==> src/rtl/pll_reconfig_pkg.sv <==
// Shared types, DRP register map and divider encoding for the PLL reconfiguration controller.
package pll_reconfig_pkg;

  localparam int unsigned DIV_W   = 7;
  localparam int unsigned FIELD_W = 6;
  localparam int unsigned DRP_AW  = 7;
  localparam int unsigned DRP_DW  = 16;

  typedef enum logic [3:0] {
    ST_IDLE,
    ST_PLL_RST,
    ST_RD,
    ST_RD_WAIT,
    ST_WR,
    ST_WR_WAIT,
    ST_RELEASE,
    ST_WAIT_LOCK,
    ST_STABLE
  } ctrl_state_e;

  // Divider registers of CLKOUT0 and CLKOUT1, in programming order.
  localparam logic [DRP_AW-1:0] ADDR_CLK0_REG1 = 7'h08;
  localparam logic [DRP_AW-1:0] ADDR_CLK0_REG2 = 7'h09;
  localparam logic [DRP_AW-1:0] ADDR_CLK1_REG1 = 7'h0A;
  localparam logic [DRP_AW-1:0] ADDR_CLK1_REG2 = 7'h0B;

  // Bits preserved from the read value during read-modify-write.
  localparam logic [DRP_DW-1:0] KEEP_REG1 = 16'h1000;
  localparam logic [DRP_DW-1:0] KEEP_REG2 = 16'hFC00;

  // New-field contents of one output's ClkReg1/ClkReg2 (kept bits are zero here).
  typedef struct packed {
    logic [DRP_DW-1:0] reg1;
    logic [DRP_DW-1:0] reg2;
  } clk_regs_t;

  // Split a divide into high/low counts plus edge/no_count; 0 behaves as 1.
  function automatic clk_regs_t div_to_regs(input logic [DIV_W-1:0] div);
    clk_regs_t          r;
    logic [DIV_W-1:0]   d;
    logic [FIELD_W-1:0] hi;
    logic [FIELD_W-1:0] lo;
    logic               edge_bit;
    logic               no_count;
    d = (div == '0) ? DIV_W'(1) : div;
    if (d == DIV_W'(1)) begin
      hi       = FIELD_W'(1);
      lo       = FIELD_W'(1);
      edge_bit = 1'b0;
      no_count = 1'b1;
    end else begin
      // A low count of 64 wraps to 0, which is the hardware encoding for 64.
      hi       = FIELD_W'(d >> 1);
      lo       = FIELD_W'(d - DIV_W'(hi));
      edge_bit = d[0];
      no_count = 1'b0;
    end
    r.reg1 = {3'b000, 1'b0, hi, lo};
    r.reg2 = {6'b000000, 2'b00, edge_bit, no_count, 6'b000000};
    return r;
  endfunction

  // DRP address of programming step idx.
  function automatic logic [DRP_AW-1:0] step_addr(input logic [1:0] idx);
    logic [DRP_AW-1:0] a;
    case (idx)
      2'd0:    a = ADDR_CLK0_REG1;
      2'd1:    a = ADDR_CLK0_REG2;
      2'd2:    a = ADDR_CLK1_REG1;
      default: a = ADDR_CLK1_REG2;
    endcase
    return a;
  endfunction

  // Merge read data with the new divider fields for programming step idx.
  function automatic logic [DRP_DW-1:0] merge_wdata(input logic [1:0]        idx,
                                                     input logic [DRP_DW-1:0] rdata,
                                                     input logic [DIV_W-1:0]  div);
    clk_regs_t r;
    r = div_to_regs(div);
    return idx[0] ? ((rdata & KEEP_REG2) | r.reg2) : ((rdata & KEEP_REG1) | r.reg1);
  endfunction

endpackage

==> src/rtl/pll_lock_qual.sv <==
// Synchronises PLL LOCKED and qualifies it: stable-run counter, lock timeout, lock-loss flag.
module pll_lock_qual #(
  parameter int unsigned LockStableCycles = 1024,
  parameter int unsigned LockTimeout      = 65536
) (
  input  logic clk,
  input  logic rst,
  input  logic locked,
  input  logic run,
  input  logic wait_en,
  output logic locked_sync,
  output logic stable_c,
  output logic timeout_c,
  output logic lost_c
);

  localparam int unsigned SCNT_W = $clog2(LockStableCycles + 1);
  localparam int unsigned TCNT_W = $clog2(LockTimeout + 1);

  logic              sync_meta;
  logic [SCNT_W-1:0] stable_cnt;
  logic [TCNT_W-1:0] timeout_cnt;

  // Two-flop synchroniser for the asynchronous LOCKED input.
  always_ff @(posedge clk or posedge rst) begin
    if (rst) begin
      sync_meta   <= 1'b0;
      locked_sync <= 1'b0;
    end else begin
      sync_meta   <= locked;
      locked_sync <= sync_meta;
    end
  end

  // Consecutive locked cycles while qualifying; any drop restarts the count.
  always_ff @(posedge clk or posedge rst) begin
    if (rst) begin
      stable_cnt <= '0;
    end else if (!run || !locked_sync) begin
      stable_cnt <= '0;
    end else if (stable_cnt != SCNT_W'(LockStableCycles)) begin
      stable_cnt <= stable_cnt + SCNT_W'(1);
    end
  end

  // Cycles spent waiting for lock; saturates once the timeout is reached.
  always_ff @(posedge clk or posedge rst) begin
    if (rst) begin
      timeout_cnt <= '0;
    end else if (!wait_en) begin
      timeout_cnt <= '0;
    end else if (timeout_cnt != TCNT_W'(LockTimeout)) begin
      timeout_cnt <= timeout_cnt + TCNT_W'(1);
    end
  end

  assign stable_c  = (stable_cnt == SCNT_W'(LockStableCycles));
  assign timeout_c = (timeout_cnt == TCNT_W'(LockTimeout));
  assign lost_c    = !locked_sync;

endmodule

==> src/rtl/pll_reconfig_ctrl.sv <==
// DRP-based run-time divider reconfiguration of the system PLL and owner of the system reset.
module pll_reconfig_ctrl
  import pll_reconfig_pkg::*;
#(
  parameter int unsigned LockStableCycles = 1024,
  parameter int unsigned DrdyTimeout      = 64,
  parameter int unsigned LockTimeout      = 65536,
  parameter int unsigned PllRstCycles     = 8
) (
  input  logic              clk_i,
  input  logic              rst_i,
  input  logic              cfg_req_i,
  input  logic [DIV_W-1:0]  cfg_div0_i,
  input  logic [DIV_W-1:0]  cfg_div1_i,
  output logic              cfg_ack_o,
  output logic              busy_o,
  output logic              err_o,
  output logic [DRP_AW-1:0] drp_addr_o,
  output logic              drp_en_o,
  output logic              drp_we_o,
  output logic [DRP_DW-1:0] drp_di_o,
  input  logic [DRP_DW-1:0] drp_do_i,
  input  logic              drp_rdy_i,
  input  logic              locked_i,
  output logic              pll_rst_o,
  output logic              sys_rst_o
);

  localparam int unsigned TMR_MAX = (DrdyTimeout > PllRstCycles) ? DrdyTimeout : PllRstCycles;
  localparam int unsigned TMR_W   = $clog2(TMR_MAX + 1);

  ctrl_state_e      state;
  logic [1:0]       idx;
  logic [TMR_W-1:0] tmr;
  logic [DIV_W-1:0] div0_q;
  logic [DIV_W-1:0] div1_q;
  logic             req_active;
  logic [DIV_W-1:0] cur_div_c;
  logic             lock_run_c;
  logic             lock_wait_c;
  logic             locked_sync;
  logic             stable_c;
  logic             timeout_c;
  logic             lost_c;

  assign lock_run_c  = (state == ST_WAIT_LOCK) || (state == ST_STABLE);
  assign lock_wait_c = (state == ST_WAIT_LOCK);
  assign cur_div_c   = idx[1] ? div1_q : div0_q;

  pll_lock_qual #(
    .LockStableCycles(LockStableCycles),
    .LockTimeout     (LockTimeout)
  ) u_lock_qual (
    .clk        (clk_i),
    .rst        (rst_i),
    .locked     (locked_i),
    .run        (lock_run_c),
    .wait_en    (lock_wait_c),
    .locked_sync(locked_sync),
    .stable_c   (stable_c),
    .timeout_c  (timeout_c),
    .lost_c     (lost_c)
  );

  // Sequencer: PLL reset, four read-modify-write DRP steps, release, lock qualification.
  always_ff @(posedge clk_i or posedge rst_i) begin
    if (rst_i) begin
      state      <= ST_WAIT_LOCK;
      idx        <= '0;
      tmr        <= '0;
      div0_q     <= '0;
      div1_q     <= '0;
      req_active <= 1'b0;
      cfg_ack_o  <= 1'b0;
      busy_o     <= 1'b1;
      err_o      <= 1'b0;
      drp_addr_o <= '0;
      drp_en_o   <= 1'b0;
      drp_we_o   <= 1'b0;
      drp_di_o   <= '0;
      pll_rst_o  <= 1'b0;
      sys_rst_o  <= 1'b1;
    end else begin
      drp_en_o  <= 1'b0;
      drp_we_o  <= 1'b0;
      cfg_ack_o <= 1'b0;
      case (state)
        ST_IDLE: begin
          if (cfg_req_i) begin
            div0_q     <= cfg_div0_i;
            div1_q     <= cfg_div1_i;
            err_o      <= 1'b0;
            sys_rst_o  <= 1'b1;
            pll_rst_o  <= 1'b1;
            idx        <= '0;
            tmr        <= '0;
            req_active <= 1'b1;
            busy_o     <= 1'b1;
            state      <= ST_PLL_RST;
          end else if (lost_c) begin
            sys_rst_o <= 1'b1;
            busy_o    <= 1'b1;
            state     <= ST_WAIT_LOCK;
          end
        end
        ST_PLL_RST: begin
          if (tmr == TMR_W'(PllRstCycles - 1)) begin
            drp_en_o   <= 1'b1;
            drp_addr_o <= step_addr(idx);
            state      <= ST_RD;
          end else begin
            tmr <= tmr + TMR_W'(1);
          end
        end
        ST_RD: begin
          tmr   <= '0;
          state <= ST_RD_WAIT;
        end
        ST_RD_WAIT: begin
          if (drp_rdy_i) begin
            drp_en_o <= 1'b1;
            drp_we_o <= 1'b1;
            drp_di_o <= merge_wdata(idx, drp_do_i, cur_div_c);
            state    <= ST_WR;
          end else if (tmr == TMR_W'(DrdyTimeout - 1)) begin
            err_o <= 1'b1;
            state <= ST_RELEASE;
          end else begin
            tmr <= tmr + TMR_W'(1);
          end
        end
        ST_WR: begin
          tmr   <= '0;
          state <= ST_WR_WAIT;
        end
        ST_WR_WAIT: begin
          if (drp_rdy_i) begin
            if (idx == 2'd3) begin
              state <= ST_RELEASE;
            end else begin
              idx        <= idx + 2'd1;
              drp_en_o   <= 1'b1;
              drp_addr_o <= step_addr(idx + 2'd1);
              state      <= ST_RD;
            end
          end else if (tmr == TMR_W'(DrdyTimeout - 1)) begin
            err_o <= 1'b1;
            state <= ST_RELEASE;
          end else begin
            tmr <= tmr + TMR_W'(1);
          end
        end
        ST_RELEASE: begin
          pll_rst_o <= 1'b0;
          state     <= ST_WAIT_LOCK;
        end
        ST_WAIT_LOCK: begin
          if (timeout_c) begin
            err_o <= 1'b1;
          end
          if (locked_sync) begin
            state <= ST_STABLE;
          end
        end
        ST_STABLE: begin
          if (lost_c) begin
            state <= ST_WAIT_LOCK;
          end else if (stable_c) begin
            sys_rst_o  <= 1'b0;
            cfg_ack_o  <= req_active;
            req_active <= 1'b0;
            busy_o     <= 1'b0;
            state      <= ST_IDLE;
          end
        end
        default: begin
          state <= ST_WAIT_LOCK;
        end
      endcase
    end
  end

endmodule

==> config.mk <==
export PLATFORM = sky130hd
export DESIGN_NAME = pll_reconfig_ctrl
export DESIGN_NICKNAME = d
export VERILOG_FILES = /design/src/rtl/pll_reconfig_pkg.sv /design/src/rtl/pll_lock_qual.sv /design/src/rtl/pll_reconfig_ctrl.sv
export SDC_FILE = /design/constraint.sdc
export NUM_CORES = 1
export LEC_CHECK = 0
export BUFFER_PORTS_ARGS = -buffer_cell sky130_fd_sc_hd__buf_2
export CAP_MARGIN = 20
export CORE_MARGIN = 2
export CORE_UTILIZATION = 50
export DETAILED_ROUTE_END_ITERATION = 8
export HOLD_SLACK_MARGIN = 0.02
export PLACE_DENSITY = 0.71
export REMOVE_ABC_BUFFERS = 1
export SLEW_MARGIN = 0
export SYNTH_ARGS = -nofsm -noshare
export SYNTH_HDL_FRONTEND = slang
export SYNTH_HIERARCHICAL = 1
export SYNTH_SLANG_ARGS = --single-unit
==> constraint.sdc <==
create_clock -name clk_i -period 4.1 [get_ports clk_i]
set_clock_uncertainty 0.2 [all_clocks]
set_input_delay 0.205 -clock clk_i [delete_from_list [all_inputs] [get_ports clk_i]]
set_output_delay 0.205 -clock clk_i [all_outputs]
set_load 0.1 [all_outputs]
==> summary.md <==
| Metric | Value |
|---|---|
| Status | `completed` |
| Worst reg2reg setup slack | `just over 0.8 ns` |
| Internal power component | `2066 uW` |
| Pins Over Slew Limit | `0` |
| RR Endpoint | `drp_di_o[5]$_DFFE_PP0P_` |
| Crit path cell chain | `mux2i_1 -> inv_1 -> ha_1 -> or2_2 -> o221ai_1 -> a21oi_1 -> or3_1 -> a32o_1` |
| ANT nets after route | `0` |
| Detailed router's first-iteration violation count | `between 150 and 200` |
| Synthesized area per cell | `just under 10 um^2` |
| Clock power frac | `0.155` |
| Area grow syn2layout | `16.55%` |
| Post-CTS setup buffers | `0` |
| Fin nets | `583` |
| Seq cells post-synth | `83` |
| RR Startpoint | `idx[1]$_DFFE_PP0P_` |
| Worst-path clk slew | `0.08 ns` |
| # clock sinks | `83` |
| Endpoints failing hold | `0` |
| EDFF count, synth | `0` |
| Cells after Synth | `around 460` |
| Die width | `approximately 99 um` |
| Number of fill cells in the layout | `738` |
| Wire per inst | `14.71 um` |
| Final setup TNS | `0 ns` |
| Synth top area share | `0.4359` |
| Hold Crit Class | `input pin to flip-flop` |
| Max clock buf depth | `2` |
| Worst Path Class, Setup | `flip-flop to flip-flop` |
| Clock root buffer | `clkbuf_8` |
| Die height | `approximately 100 um` |
| Switching power | `about 2100 uW` |
| Inserted Diodes | `0` |
| Critical-path maximum fanout | `13` |
| Main synth FF type | `dfrtp_1` |
| Initial antenna violation count | `0` |
| Highest Clock Rate | `about 0.31 GHz` |
| Synth warnings | `6` |
| Async set-reset flop share out of synthesis | `1.000` |
| Worst hold start | `cfg_req_i` |
| Post-synthesis sequential area ratio | `0.4590` |
| Synthesized area | `between 4000 and 5000 um^2` |
| Crit path time final | `between 3 and 4 ns` |
| First-pass GRT wire length | `16280 um` |
| P per Cell Area | `just under 800 nW/um^2` |
| Final Worst Setup Slack | `0.8272 ns` |
| Most frequent cell after synthesis | `dfrtp_1` |
| Comb power frac | `0.532` |
| Critical path's slowest cell | `dfrtp_1` |
| Cell accounting for the most synthesized area | `dfrtp_1` |
| Initial DRT Pass Iterations | `4` |
| I/O pin count | `65` |
| Core box area | `just under 9000 um^2` |
| R2R cell count | `8` |
| IO Port Bufs | `50` |
| Critical path capture point type | `flip-flop` |
| CTS tree | `done` |
| Seq pwr share | `0.312` |
| Worst endpoint required time | `4.13 ns` |
| Synth area leaders | `dfrtp_1 (44%), ha_1 (4.7%), nand2_1 (3.7%)` |
| RSZ-0062 raised after global routing | `false` |
| Worst-margin pin slew | `between 0.8 and 0.9 ns` |
| Worst Path Arrival | `roughly 3.3 ns` |
| Total gr overflow | `0` |
| Vias in the first global route | `3565` |
| Min-Delay Path Depth | `3` |
| Worst slack at placement | `between 0.9 and 1 ns` |
| Routability cong. | `approximately 0.9` |
| Layout cells sized above 1 | `0.1835` |
| Crit start category | `flip-flop` |
| Maximum vdd drop | `just over 0.5 mV` |
| Clk_lat worst skew | `between 0.3 and 0.4 ns` |
| Switching share of total power | `0.5014` |
| Max cap viols | `0` |
| CTS Hold Bufs | `22` |
| Total CTS buffers | `9` |
| Tcrit/Tclk final | `0.7982` |
| Worst hold endpoint | `req_active$_DFFE_PP0P_` |
| CTS HTree Levels | `3` |
| Final setup viols | `0` |
| Drt drc | `0` |
| Max_slew headroom | `0.4534` |
| Detailed Place HPWL | `between 6000 and 7000 um` |
| Distinct cells, synth | `66` |
| Post-synth top cells | `dfrtp_1 (79), nand2_1 (45), nor2_1 (39)` |
| Worst path max stage delay | `roughly 0.70 ns` |
| Post_cts resized | `0` |
| Initial Util | `0.5176` |
| WL final | `9442 um` |
| Vias | `3596` |
| Total leakage power | `around 0.0024 uW` |
| Die ar. | `9849 um^2` |
| Rows | `34` |
| Average vias per placed instance | `5.601` |
| Total GRT Usage | `0.2025` |
| Largest net degree at the start of global routing | `42` |
==> how the worst max path moves through the flow <==
stage | end | cells after the start | from
2_1_floorplan | drp_di_o[5]$_DFFE_PP0P_ | 8 | idx[1]$_DFFE_PP0P_
3_3_place_gp | drp_di_o[5]$_DFFE_PP0P_ | 8 | idx[1]$_DFFE_PP0P_
3_5_place_dp | drp_di_o[5]$_DFFE_PP0P_ | 8 | idx[1]$_DFFE_PP0P_
4_1_cts | drp_di_o[5]$_DFFE_PP0P_ | 8 | idx[1]$_DFFE_PP0P_
5_1_grt | drp_di_o[5]$_DFFE_PP0P_ | 8 | idx[1]$_DFFE_PP0P_
6_report | drp_di_o[5]$_DFFE_PP0P_ | 8 | idx[1]$_DFFE_PP0P_
==> power groups by stage <==
stage               logic [uW]  registers [uW]  clock network, uW
floorplan                 1040            2010                  0
global placement          2130            1300                  0
detailed placement        2180            1310                  0
global route              2380            1340                691
finish                    2210            1290                644
CTS                       2200            1290                663
==> per-layer routing <==
layer	routed length, um	vias to the layer above	track usage
li1	-	1765	-
met1	4375	1740	0.2676
met2	4573	82	0.3363
met3	389	9	0.04146
met4	104	0	0.06428
met5	0	-	0
==> cell families after synthesis <==
group / synth area share
fa+ha+maj: 0.05131
mux: 0.06786
simple gates: 0.2017
xor+xnor: 0.03862
buf+inv: 0.04965
compound gates: 0.1310
flops: 0.4590
other cells: 0.0008268
==> worst max-delay path, delay by kind of cell, from the launching register on <==
family          cells  cell delay [ns]
mux                 1             0.56
flops               1             0.70
simple gates        2             0.65
fa+ha+maj           1             0.27
buf+inv             1             0.13
compound gates      3             0.63
==> area by class of cell <==
type	count	area, um^2	area share
Clock inverter	5	77.57	0.01467
Sequential cell	83	2082	0.3938
Tap cell	108	135.1	0.02556
Timing Repair Buffer	75	513.0	0.09704
Inverter	27	101.3	0.01917
Clock buffer	10	137.6	0.02604
Multi-Input combinational cell	334	2240	0.4237
==> stage by stage <==
stage,total power [uW],utilization,hold WS (ns),cells,instance area [um^2]
detailed placement,3482,0.5535,-0.01885,605,4851
global route,4408,0.6032,0.04401,642,5286
CTS,4159,0.6032,0.02968,642,5286
finish,4144,0.6032,0.04996,642,5286
global placement,3424,0.5504,-0.02225,604,4823
floorplan,3051,-,0.03643,444,4423
==> registers in the layout, indices dropped and copies added (netlist names) <==
name                     cells
drp_addr_o                   3
sys_rst_o                    1
div1_q                       7
state                        4
req_active                   1
idx                          2
div0_q                       7
drp_en_o                     1
u_lock_qual/locked_sync      1
u_lock_qual/stable_cnt      11
pll_rst_o                    1
drp_we_o                     1
drp_di_o                    16
u_lock_qual/sync_meta        1
cfg_ack_o                    1
err_o                        1
u_lock_qual/timeout_cnt     17
tmr                          7
==> layout by cell type, fill, tap and decap left out, drive strengths merged, types with 3 or more instances in the layout <==
master	instances
dfrtp	79
buf	53
nand2	45
nor2	40
o21ai	28
inv	27
dlygate4sd3	22
a21oi	21
mux2	19
ha	17
nand3	13
nor4	12
nand4	11
xnor2	10
clkbuf	10
xor2	10
o31ai	10
nor3	9
mux2i	9
or3	9
nand2b	7
nor2b	4
nand3b	4
or2	4
a22o	4
and3	4
and2	4
conb	4
dfstp	4
nor4b	3
a21o	3
and4	3
No activity file was read; power rests on OpenSTA's default activity.
